[src/rtl/word_packer.sv]
// Packs a stream of IN_W-bit lanes into RATIO-lane words with selectable lane order,
// output ready/valid backpressure, partial-word flush and sticky overrun detection.
module word_packer #(
    parameter int IN_W      = 8,
    parameter int RATIO     = 4,
    parameter bit MSB_FIRST = 1'b1,
    localparam int OUT_W    = IN_W * RATIO,
    localparam int CW       = $clog2(RATIO + 1)
) (
    input  logic             clk,
    input  logic             rst,
    input  logic [IN_W-1:0]  data_in,
    input  logic             dval,
    output logic             in_ready,
    input  logic             flush,
    output logic [OUT_W-1:0] data_out,
    output logic             out_valid,
    input  logic             out_ready,
    output logic [CW-1:0]    out_count,
    output logic             overrun,
    input  logic             clr_overrun
);

    localparam logic [0:0] S_FILL = 1'b0;
    localparam logic [0:0] S_HOLD = 1'b1;

    logic [0:0]       state_q, state_d;
    logic [OUT_W-1:0] acc_q, acc_d;
    logic [CW-1:0]    count_q, count_d;
    logic             flush_pend_q, flush_pend_d;
    logic [OUT_W-1:0] out_data_q, out_data_d;
    logic [CW-1:0]    out_count_q, out_count_d;
    logic             out_valid_q, out_valid_d;
    logic             overrun_q, overrun_d;

    logic             accept;
    logic             out_free;
    logic [OUT_W-1:0] acc_ins;
    logic [CW-1:0]    c_eff;
    logic             load;
    logic [OUT_W-1:0] load_data;
    logic [CW-1:0]    load_count;

    // in_ready depends only on registered state, so no input reaches it combinationally.
    assign in_ready  = (state_q == S_FILL);
    assign accept    = dval && in_ready;
    assign out_free  = !out_valid_q || out_ready;
    assign c_eff     = accept ? count_q + CW'(1) : count_q;

    assign data_out  = out_data_q;
    assign out_valid = out_valid_q;
    assign out_count = out_count_q;
    assign overrun   = overrun_q;

    // Accumulator with the incoming lane dropped into slot count_q.
    always_comb begin
        acc_ins = acc_q;
        if (accept) begin
            for (int i = 0; i < RATIO; i++) begin
                if (count_q == CW'(i)) begin
                    acc_ins[(MSB_FIRST ? (RATIO - 1 - i) * IN_W : i * IN_W) +: IN_W] = data_in;
                end
            end
        end
    end

    always_comb begin
        state_d      = state_q;
        acc_d        = acc_q;
        count_d      = count_q;
        flush_pend_d = flush_pend_q;
        load         = 1'b0;
        load_data    = acc_ins;
        load_count   = c_eff;

        case (state_q)
            S_FILL: begin
                // A completed word and a non-empty flush share the same emit path.
                if ((accept && count_q == CW'(RATIO - 1)) || (flush && c_eff != '0)) begin
                    if (out_free) begin
                        load    = 1'b1;
                        acc_d   = '0;
                        count_d = '0;
                    end else begin
                        acc_d        = acc_ins;
                        count_d      = c_eff;
                        flush_pend_d = (c_eff != CW'(RATIO));
                        state_d      = S_HOLD;
                    end
                end else if (accept) begin
                    acc_d   = acc_ins;
                    count_d = c_eff;
                end
            end
            S_HOLD: begin
                load_data  = acc_q;
                load_count = flush_pend_q ? count_q : CW'(RATIO);
                if (out_free) begin
                    load         = 1'b1;
                    acc_d        = '0;
                    count_d      = '0;
                    flush_pend_d = 1'b0;
                    state_d      = S_FILL;
                end
            end
            default: begin
                state_d      = S_FILL;
                acc_d        = '0;
                count_d      = '0;
                flush_pend_d = 1'b0;
            end
        endcase
    end

    always_comb begin
        out_data_d  = out_data_q;
        out_count_d = out_count_q;
        out_valid_d = out_valid_q;
        if (load) begin
            out_data_d  = load_data;
            out_count_d = load_count;
            out_valid_d = 1'b1;
        end else if (out_ready) begin
            out_valid_d = 1'b0;
        end
    end

    // Setting wins over clearing when both happen in the same cycle.
    always_comb begin
        overrun_d = overrun_q;
        if (dval && !in_ready) begin
            overrun_d = 1'b1;
        end else if (clr_overrun) begin
            overrun_d = 1'b0;
        end
    end

    always_ff @(posedge clk) begin
        if (rst) begin
            state_q      <= S_FILL;
            acc_q        <= '0;
            count_q      <= '0;
            flush_pend_q <= 1'b0;
            out_data_q   <= '0;
            out_count_q  <= '0;
            out_valid_q  <= 1'b0;
            overrun_q    <= 1'b0;
        end else begin
            state_q      <= state_d;
            acc_q        <= acc_d;
            count_q      <= count_d;
            flush_pend_q <= flush_pend_d;
            out_data_q   <= out_data_d;
            out_count_q  <= out_count_d;
            out_valid_q  <= out_valid_d;
            overrun_q    <= overrun_d;
        end
    end

endmodule

[config.mk]
export PLATFORM = sky130hd
export DESIGN_NAME = word_packer
export DESIGN_NICKNAME = d
export VERILOG_FILES = /design/src/rtl/word_packer.sv
export SDC_FILE = /design/constraint.sdc
export NUM_CORES = 1
export LEC_CHECK = 0
export BUFFER_PORTS_ARGS = -buffer_cell sky130_fd_sc_hd__buf_2
export CORE_MARGIN = 2
export CORE_UTILIZATION = 50
export DETAILED_ROUTE_END_ITERATION = 8
export HOLD_SLACK_MARGIN = 0.06
export PLACE_DENSITY = 0.69
export SLEW_MARGIN = 25
export SYNTH_ARGS = -nofsm -noshare
export SYNTH_HDL_FRONTEND = slang
export SYNTH_SLANG_ARGS = --single-unit
export TNS_END_PERCENT = 20
[constraint.sdc]
create_clock -name clk -period 3.1 [get_ports clk]
set_input_delay 0.31 -clock clk [delete_from_list [all_inputs] [get_ports clk]]
set_output_delay 0.31 -clock clk [all_outputs]
set_load 0.01 [all_outputs]
==> results.md, run 1 <==
- Main synth FF type: dfxtp_1
- Post-DP HPWL: around 5600 um
- Flop2flop setup slack: 0.60 ns
- Nets: 418
- Post-synth top area share: 44.2%
- Final worst-path cycle share: 80.7%
- GR Util All Layers: around a quarter
- Hold-fix buffers, CTS: 0
- CP max FO: 17
- Die area: about 7400 um2
- Sequential power share: a little under half
- Wire length per cell: between 15 and 20 um
- Ratio of cells with drive above 1 in the final layout: ~22%
- Failing checks: design-rule violations
- CP Class: reg -> reg
- Fill count: approximately 570
- CP cell instances: inv_1, ha_1, nand4bb_1, a211o_1, a21oi_2, nor2_2, buf_4, a211oi_1
- CTS max path bufs: 2
- Total gr overflow: 0
- RSZ-0062 raised after global routing: no
- Rel. slew slack: roughly 46%
- Die X: 85.8 um
- ANT nets after route: 0
- Leading area contributor after synthesis: dfxtp_1
- Synth top area cells: dfxtp_1, mux2i_1, a21oi_1, a211oi_1, o32ai_1
- CTS Sinks: 74
- Netlist cell types: 47
- Final core utilization: approximately 60%
- DR DRC count: 4
- Synthesis Warnings: 0
- Max Clock Skew: between 0.01 and 0.015 ns
- Final Non-Filler Cells: approximately 480
- Seq cells post-synth: 74
- Starting density of the core: between 50% and 60%
- Synth cell count leaders: dfxtp_1, a21oi_1, mux2i_1
- MaxCap Viol Count: 0
- Area delta synth->final: 16.1%
- I/O pin total: 52
- Worst Tran Pin Value: slightly above 0.8 ns
- Global-route wire length before repair: between 10,000 and 15,000 um
- Worst path required time: between 3 and 4 ns
- Static leakage: between 0.0015 and 0.002 uW
- Total power: around 2200 uW
- Via count: 2,871
- Initial antenna violation count: 0
- Clock power share: a little over a third
- Sw Pwr: about 640 uW
- Synthesized instance count: 354
- Final setup fails: 0
- N_diodes: 0
- Power Density: 574 nW/um2
- CP startpoint kind: flop
- EDFF count, synth: 0
- Hold Path Class: in -> reg
- Placed instance count: about 470
- Comb pwr share: between 10% and 20%
- CTS root buffer: clkbuf_8
- Core ar.: approximately 6400 um2
- Syn Area/Cell: 9.46 um2
- Setup bufs post-CTS: 0
- Chip Height: roughly 86 um
- Setup TNS Final: 0 ns
- Sw Ratio: 28.7%
- Arr. time, crit path: 2.76 ns
- Pint: 1590 uW
- Max stage delay on crit path: between 0.4 and 0.5 ns
- Top Family by Delay on Critical Path: compound AO/OA/AOI/OAI gates
- Drt initial violations: about 210
- H-tree levels: 3
- CTS tree: yes
- Worst VDD drop: ~0.00032 V
- Reg clk slew, reported paths: 0.08 ns
- Fraction of registers with async set/reset: 0%
- CP Capture Type: flop
- Most common cell in the netlist: dfxtp_1
- Total wire length: 8240 um
- Initial DRT Pass Iterations: 9
- Status: finished with violations
- Site row count: 29
- RD Place Congestion: ~0.9
- Post_cts resized: 0
- Largest net degree at the start of global routing: 43
- Number of global-route vias before repair: between 2,000 and 3,000
- Post-DR vias/cell: 5.97
- Clk_lat worst skew: ~0.35 ns
- Worst path bufs/invs: 2
- Tmin final: ~2.5 ns
- TritonCTS Buffers: 9
- Slew Limit Fails: 0
- Net count after synthesis: 373
- Mapped cell area: 3350 um2
- Sequential-to-total area share from yosys stat: between 40% and 50%
- I/O Buffers: 51
- Fin. Hold Viols: 0
- Slowest cell on crit path: dfxtp_1
- Fmax: approximately 400 MHz
-- logic make-up (layout without fill, tap and decap cells) --
logic type,Yosys count,in the layout,share of synthesized area (%)
muxes,25,25,7.47
buffers and inverters,48,98,5.57
AOI/OAI and AO/OA,131,131,28.8
adders and majority gates,5,5,1.87
DFF,74,74,44.2
and+or+nand+nor,71,71,12.1
-- final timing paths --
check,cells past startpoint,endpoint,start
hold reg to reg,2,acc_q[9]$_SDFFE_PP0P_,acc_q[9]$_SDFFE_PP0P_
setup / recovery,8,data_out[28]$_SDFFE_PP0P_,count_q[0]$_SDFFE_PP0P_
setup reg to reg,8,data_out[28]$_SDFFE_PP0P_,count_q[0]$_SDFFE_PP0P_
hold / removal,3,overrun$_SDFFE_PP0P_,clr_overrun
-- layout by cell type, fill, tap and decap left out, drive strengths merged, types with 2 or more instances in the layout --
cell,count
dfxtp,74
buf,59
a21oi,40
mux2i,25
a211oi,24
inv,23
nand2b,19
o32ai,18
nand2,18
nand3,12
clkbuf,11
a311oi,9
a22o,8
nor2,7
o21ai,6
o2bb2ai,6
ha,5
o211ai,4
nor3,4
o31a,3
nor2b,2
a211o,2
a21boi,2
o31ai,2
clkinvlp,2
clkinv,2
-- area by class of cell --
type                            count  area (um2)  share of cell area (%)
Clock buffer                       11         151                    3.89
Clock inverter                      5        62.6                    1.61
Inverter                           23        86.3                    2.22
Multi-Input combinational cell    232        1680                    43.3
Sequential cell                    74        1480                    38.1
Tap cell                           77        96.3                    2.48
Timing Repair Buffer               59         328                    8.43
-- routing by layer --
layer / global-route usage, % / vias to the layer above / wire length [um]
met5: 0 / - / 0
li1: - / 1421 / -
met2: 35.3 / 81 / 3690
met1: 33.0 / 1364 / 4010
met4: 9.24 / 0 / 83
met3: 4.72 / 5 / 462
-- stage by stage --
stage / hold WS (ns) / cell area (um2) / setup WS [ns]
after floorplan: 0.427 / 3350 / 0.844
after global placement: 0.450 / 3670 / 0.794
after detailed placement: 0.455 / 3670 / 0.670
after CTS: 0.222 / 3890 / 0.649
after global routing: 0.250 / 3890 / 0.453
final: 0.234 / 3890 / 0.599
-- state kept, by name, indices dropped and copies added (netlist names) --
name	count
count_q	3
data_out	32
overrun	1
acc_q	32
out_valid	1
out_count	3
state_q	1
flush_pend_q	1
-- tightest hold or removal path: stages --
cell and delay [ns]:
buf_2 0.07, nand2b_1 0.09, a21oi_1 0.05
-- power by group through the flow --
stage                     combinational [uW]  clock [uW]  sequential (uW)
after floorplan                          243           0             1090
after global placement                   392           0             1070
after detailed placement                 397           0             1070
after CTS                                398         795             1050
after global routing                     437         838             1060
final                                    399         786             1050
Note: power is estimated with default switching activity, not from simulation.
==> run 2, diff against run 1 <==
- PLACE_DENSITY: 0.69 -> 0.71
- clock period: 3.1 -> 2.3 ns (I/O delays scaled with it)
==> results.md, run 2 (synthesis results as in run 1) <==
- CP Class: reg -> reg
- Tmin final: 2.18 ns (-0.320 ns)
- Power Density: 753 nW/um2 (+31%)
- CTS tree: yes
- RSZ-0062 raised after global routing: no
- Ratio of cells with drive above 1 in the final layout: 24.3% (+2.3 points)
- Fmax: 459 MHz (+15%)
- CP Capture Type: flop
- Wire length per cell: 17.5 um (+1.9%)
- Slew Limit Fails: 0 (unchanged)
- Hold-fix buffers, CTS: 0 (unchanged)
- Core ar.: 6420 um2 (unchanged)
- Max Clock Skew: 0.00613 ns (-0.00401 ns)
- Hold Path Class: in -> reg
- H-tree levels: 3 (unchanged)
- Via count: 2,943 (+2.5%)
- CP cell instances: inv_1, ha_1, nand4bb_4, a211o_1, a21oi_2, nor2_2, buf_12, a211oi_1
- Placed instance count: 472 (+1.5%)
- Drt initial violations: 243 (+15%)
- TritonCTS Buffers: 9 (unchanged)
- Max stage delay on crit path: 0.36 ns (-0.11 ns)
- N_diodes: 0 (unchanged)
- Global-route wire length before repair: 13,700 um (+1.5%)
- Worst Tran Pin Value: 0.560 ns (-0.249 ns)
- CTS root buffer: clkbuf_8
- DR DRC count: 2 (-2)
- Commonest cells after routing, fill and taps aside: dfxtp_1, buf_2, a21oi_1, mux2i_1, a211oi_1
- Final Non-Filler Cells: 488 (+1.5%)
- Area of the multi-input gates: 1710 um2 (+1.5%)
- MaxCap Viol Count: 0 (unchanged)
- Die area: 7370 um2 (unchanged)
- Number of global-route vias before repair: 2,661 (+0.95%)
- CP max FO: 34 (+17)
- Die X: 85.8 um (unchanged)
- Sequential cell area: 1480 um2 (+0.17%)
- Rel. slew slack: 62.6% (+17 points)
- I/O pin total: 52 (unchanged)
- Nets: 426 (+1.9%)
- Final setup fails: 0 (unchanged)
- Fill count: 565 (-0.70%)
- Area delta synth->final: 18.9%
- Failing checks: design-rule violations
- Largest net degree at the start of global routing: 61 (+42%)
- Worst path required time: 2.56 ns (-0.80 ns)
- Reg clk slew, reported paths: 0.08 ns (about the same)
- Top Family by Delay on Critical Path: compound AO/OA/AOI/OAI gates
- Most common cell after layout, fill and taps aside: dfxtp_1
- Clk_lat worst skew: 0.35 ns (about the same)
- Initial antenna violation count: 0 (unchanged)
- Setup WS pre-CTS: 0.0326 ns (-0.638 ns)
- CTS Sinks: 74 (unchanged)
- Chip Height: 85.8 um (unchanged)
- Total power: 3000 uW (+34%)
- Fin worst setup slack: 0.119 ns (-0.480 ns)
- Post-DR vias/cell: 6.03 (+1.0%)
- Total gr overflow: 0 (unchanged)
- CP startpoint kind: flop
- Setup TNS Final: 0 ns (unchanged)
- Fin. Hold Viols: 0 (unchanged)
- Initial DRT Pass Iterations: 7 (-2)
- Slowest cell on crit path: a211o_1
- I/O Buffers: 51 (unchanged)
- Worst VDD drop: 0.000635 V (+96%)
- Site row count: 29 (unchanged)
- Arr. time, crit path: 2.44 ns (-0.32 ns)
- ANT nets after route: 0 (unchanged)
- Status: finished with violations
- Static leakage: 0.00156 uW (+3.0%)
- GR Util All Layers: 23.9% (+0.48 points)
- Post-DP HPWL: 5730 um (+3.1%)
- Final core utilization: 62.0% (+1.4 points)
- RD Place Congestion: 0.935 (+6.3%)
- Starting density of the core: 52.1% (unchanged)
- Total wire length: 8520 um (+3.4%)
- Final worst-path cycle share: 94.8% (+14 points)
- Worst path bufs/invs: 2 (unchanged)
- CTS max path bufs: 2 (unchanged)
## run 2: cell count changes in the layout (fill, tap and decap cells not counted), sizes merged
cell      change
clkinv        -1
inv           +1
clkinvlp      -1
buf           +8
## run 2: per-layer routing
metal	vias to the layer above	global-route usage, %	share of wire [%]	wire, um
met5	-	0	0	0
met4	0	8.23	1.4	118
met3	10	5.49	6.9	588
met2	104	35.4	45	3830
met1	1386	34.3	47	3990
li1	1443	-	-	-
## run 2: worst min-delay path: stages
cell	delay [ns]
buf_2	0.07
nand2b_1	0.09
a21oi_1	0.05
## run 2: power breakdown
part           leakage (uW)  switching [uW]  internal [uW]
Sequential         0.000605            42.9           1370
Combinational      0.000860             334            238
Clock             0.0000958             486            527
## run 2: path summary, 6_finish.rpt
path | start | to | slack (ns) | depth (start not counted)
worst max-delay path | count_q[0]$_SDFFE_PP0P_ | data_out[15]$_SDFFE_PP0P_ | 0.12 | 8
worst min-delay path | clr_overrun | overrun$_SDFFE_PP0P_ | 0.14 | 3
worst max register to register | count_q[0]$_SDFFE_PP0P_ | data_out[15]$_SDFFE_PP0P_ | 0.12 | 8
worst min register to register | overrun$_SDFFE_PP0P_ | overrun$_SDFFE_PP0P_ | 0.47 | 2
## run 2: layout make-up
cell class,instances,area share (%)
multi-input cells,232,42.9
flip-flops and latches,74,37.3
repair buffers,67,10.4
clock buffers,11,3.55
well taps,77,2.42
inverters,23,2.17
clock inverters,4,1.29
## run 2: metrics by stage
stage	area, um2	hold slack [ns]
detailed placement	3740	0.457
CTS	3930	0.120
floorplan	3350	0.347
finish	3980	0.136
global route	3980	0.179
global placement	3740	0.452
## run 2: repair_timing
item / CTS / global route
setup buffers: 0 / 1
gates resized for setup: 0 / 6
hold endpoints to repair: 0 / 0
setup endpoints to repair: 0 / 65
==> run 3, diff against run 2 <==
- PLACE_DENSITY: 0.71 -> 0.79
==> results.md, run 3 (synthesis results as in run 1) <==
- Status: finished with violations
- Failing checks: design-rule violations
- Post-DP HPWL: 5760 um (+0.48%)
- CTS tree: yes
- Site row count: 29 (unchanged)
- Die area: 7370 um2 (unchanged)
- Final worst-path cycle share: 94.3% (-0.46 points)
- Ratio of cells with drive above 1 in the final layout: 24.6% (+0.31 points)
- DR DRC count: 6 (+4)
- Pint: 2330 uW (+9.1%)
- GRT busiest layer: met2
- Final hold slack: 0.143 ns (+0.00708 ns)
- Hold EP: overrun$_SDFFE_PP0P_
- Placed instance count: 475 (+0.64%)
- CP Class: reg -> reg
- Slew Limit Fails: 0 (unchanged)
- Clk_lat worst skew: 0.35 ns (about the same)
- Flop2flop setup slack: 0.13 ns (about the same)
- I/O pin total: 52 (unchanged)
- Setup TNS Final: 0 ns (unchanged)
- Max Clock Skew: 0.00841 ns (+0.00228 ns)
- Reg2Reg Depth: 9 (+1)
- Hold depth: 3 (unchanged)
- GR Util All Layers: 24.6% (+0.65 points)
- Clock power share: 37.3% (+3.5 points)
- Comb pwr share: 18.3% (-0.8 points)
- Final Non-Filler Cells: 491 (+0.61%)
- Chip Height: 85.8 um (unchanged)
- CTS root buffer: clkbuf_8
- Arr. time, crit path: 2.45 ns (about the same)
- Reg2Reg Capture Point: out_count[2]$_SDFFE_PP0P_
- Worst VDD drop: 0.000498 V (-22%)
- Drt initial violations: 280 (+15%)
- Post-DR vias/cell: 6.09 (+1.0%)
- Design Area, Final: 4040 um2 (+1.5%)
- Total gr overflow: 0 (unchanged)
- TritonCTS Buffers: 9 (unchanged)
- Nets: 429 (+0.70%)
- H-tree levels: 3 (unchanged)
- Initial DRT Pass Iterations: 7 (unchanged)
- Reg-to-Reg Start: count_q[1]$_SDFFE_PP0P_
- N_diodes: 0 (unchanged)
- Setup WS pre-CTS: 0.0875 ns (+0.0549 ns)
- Hold Startpoint: clr_overrun
- Sw Ratio: 26.9% (-1.9 points)
- Worst path required time: 2.58 ns (+0.02 ns)
- Most common cell after layout, fill and taps aside: dfxtp_1
- Sequential power share: 44.4% (-2.7 points)
- CP Capture Type: flop
- Wire length per cell: 17.5 um (+0.40%)
- Total wire length: 8610 um (+1.0%)
- Core ar.: 6420 um2 (unchanged)
- Fmax: 461 MHz (+0.49%)
- Final setup fails: 0 (unchanged)
- Initial antenna violation count: 0 (unchanged)
- Rel. slew slack: 69.8% (+7.2 points)
- MaxCap Viol Count: 0 (unchanged)
- I/O Buffers: 51 (unchanged)
- CP startpoint kind: flop
- Starting density of the core: 52.1% (unchanged)
- Largest net degree at the start of global routing: 38 (-38%)
- Power Density: 787 nW/um2 (+4.6%)
- RSZ-0062 raised after global routing: no
- Dpl cell area: 3760 um2 (+0.60%)
- ANT nets after route: 0 (unchanged)
- Static leakage: 0.00159 uW (+2.2%)
- Die X: 85.8 um (unchanged)
- Sw Pwr: 856 uW (-0.88%)
- Met1 Track Usage GR: 35.1% (+0.81 points)
- Number of global-route vias before repair: 2,754 (+3.5%)
- CTS Sinks: 74 (unchanged)
- Fin. Hold Viols: 0 (unchanged)
- Hold Path Class: in -> reg
- Commonest cells after routing, fill and taps aside: dfxtp_1, buf_2, a21oi_1, mux2i_1
- Tmin final: 2.17 ns (-0.0106 ns)
- Area delta synth->final: 20.7%
- CP max FO: 7 (-79%)
- RD Place Congestion: 0.948 (+1.4%)
- Fin worst setup slack: 0.130 ns (+0.0106 ns)
- Via count: 2,991 (+1.6%)
- Worst Tran Pin Value: 0.453 ns (-0.107 ns)
- Met2 GRT Util: 36.8% (+1.3 points)
- Global routing usage on met3: 3.75% (-1.7 points)
- Reg clk slew, reported paths: 0.07 ns (about the same)
- Global-route wire length before repair: 14,300 um (+4.0%)
- CTS max path bufs: 2 (unchanged)
==> run 3: cell count changes in the layout (fill, tap and decap cells not counted), moves of 2 or more <==
cell       delta
dfxtp_1       +2
bufinv_16     +2
buf_4         +3
dfxtp_2       -2
==> run 3: metrics by stage <==
| stage | power (uW) | util (%) |
|---|---|---|
| final | 3180 | 62.9 |
| after global routing | 3310 | 62.9 |
| after CTS | 3170 | 62.2 |
| after detailed placement | 2000 | 58.6 |
| after global placement | 1990 | 58.6 |
| after floorplan | 1790 | - |
==> run 3: power by group through the flow <==
stage	Sequential, uW	Combinational (uW)	Clock [uW]
2_1_floorplan	1470	327	0
3_3_place_gp	1440	550	0
3_5_place_dp	1440	560	0
4_1_cts	1410	564	1200
5_1_grt	1420	634	1250
6_report	1410	584	1190
==> run 3: critical path, cell delays in order, from the launching register on <==
cell	delay, ns
dfxtp_1	0.31
buf_4	0.16
ha_1	0.18
ha_1	0.30
nor2b_2	0.19
a211o_1	0.18
a21oi_2	0.08
buf_4	0.15
or4_1	0.47
o21ai_0	0.08
==> run 3: cell type report <==
type                    count  area, um2
inverters                  23       86.3
fillers                   540       2380
multi-input cells         232       1710
well taps                  77       96.3
flip-flops and latches     74       1480
repair buffers             70        435
clock buffers              10        128
clock inverters             5        104
==> run 3: worst max-delay path by stage <==
| stage | startpoint | to | slack [ns] | depth (start not counted) |
|---|---|---|---|---|
| after floorplan | count_q[0]$_SDFFE_PP0P_ | data_out[10]$_SDFFE_PP0P_ | 0.04 | 9 |
| after global placement | count_q[1]$_SDFFE_PP0P_ | out_count[2]$_SDFFE_PP0P_ | 0.16 | 9 |
| after detailed placement | count_q[0]$_SDFFE_PP0P_ | acc_q[29]$_SDFFE_PP0P_ | 0.09 | 7 |
| after CTS | count_q[1]$_SDFFE_PP0P_ | out_count[2]$_SDFFE_PP0P_ | 0.07 | 9 |
| after global routing | count_q[0]$_SDFFE_PP0P_ | data_out[1]$_SDFFE_PP0P_ | 0.006 | 8 |
| final | count_q[1]$_SDFFE_PP0P_ | out_count[2]$_SDFFE_PP0P_ | 0.13 | 9 |
==> run 3: layer usage <==
layer | vias up | wire length, um
met5 | - | 0
met4 | 0 | 153
met3 | 16 | 592
met2 | 100 | 4030
met1 | 1431 | 3830
li1 | 1444 | -
==> run 3: timing repair <==
item                       in CTS  in global routing
setup buffers                   0                  1
setup endpoints to repair       0                 45
resized for setup               0                  5
hold buffers                    0                  0
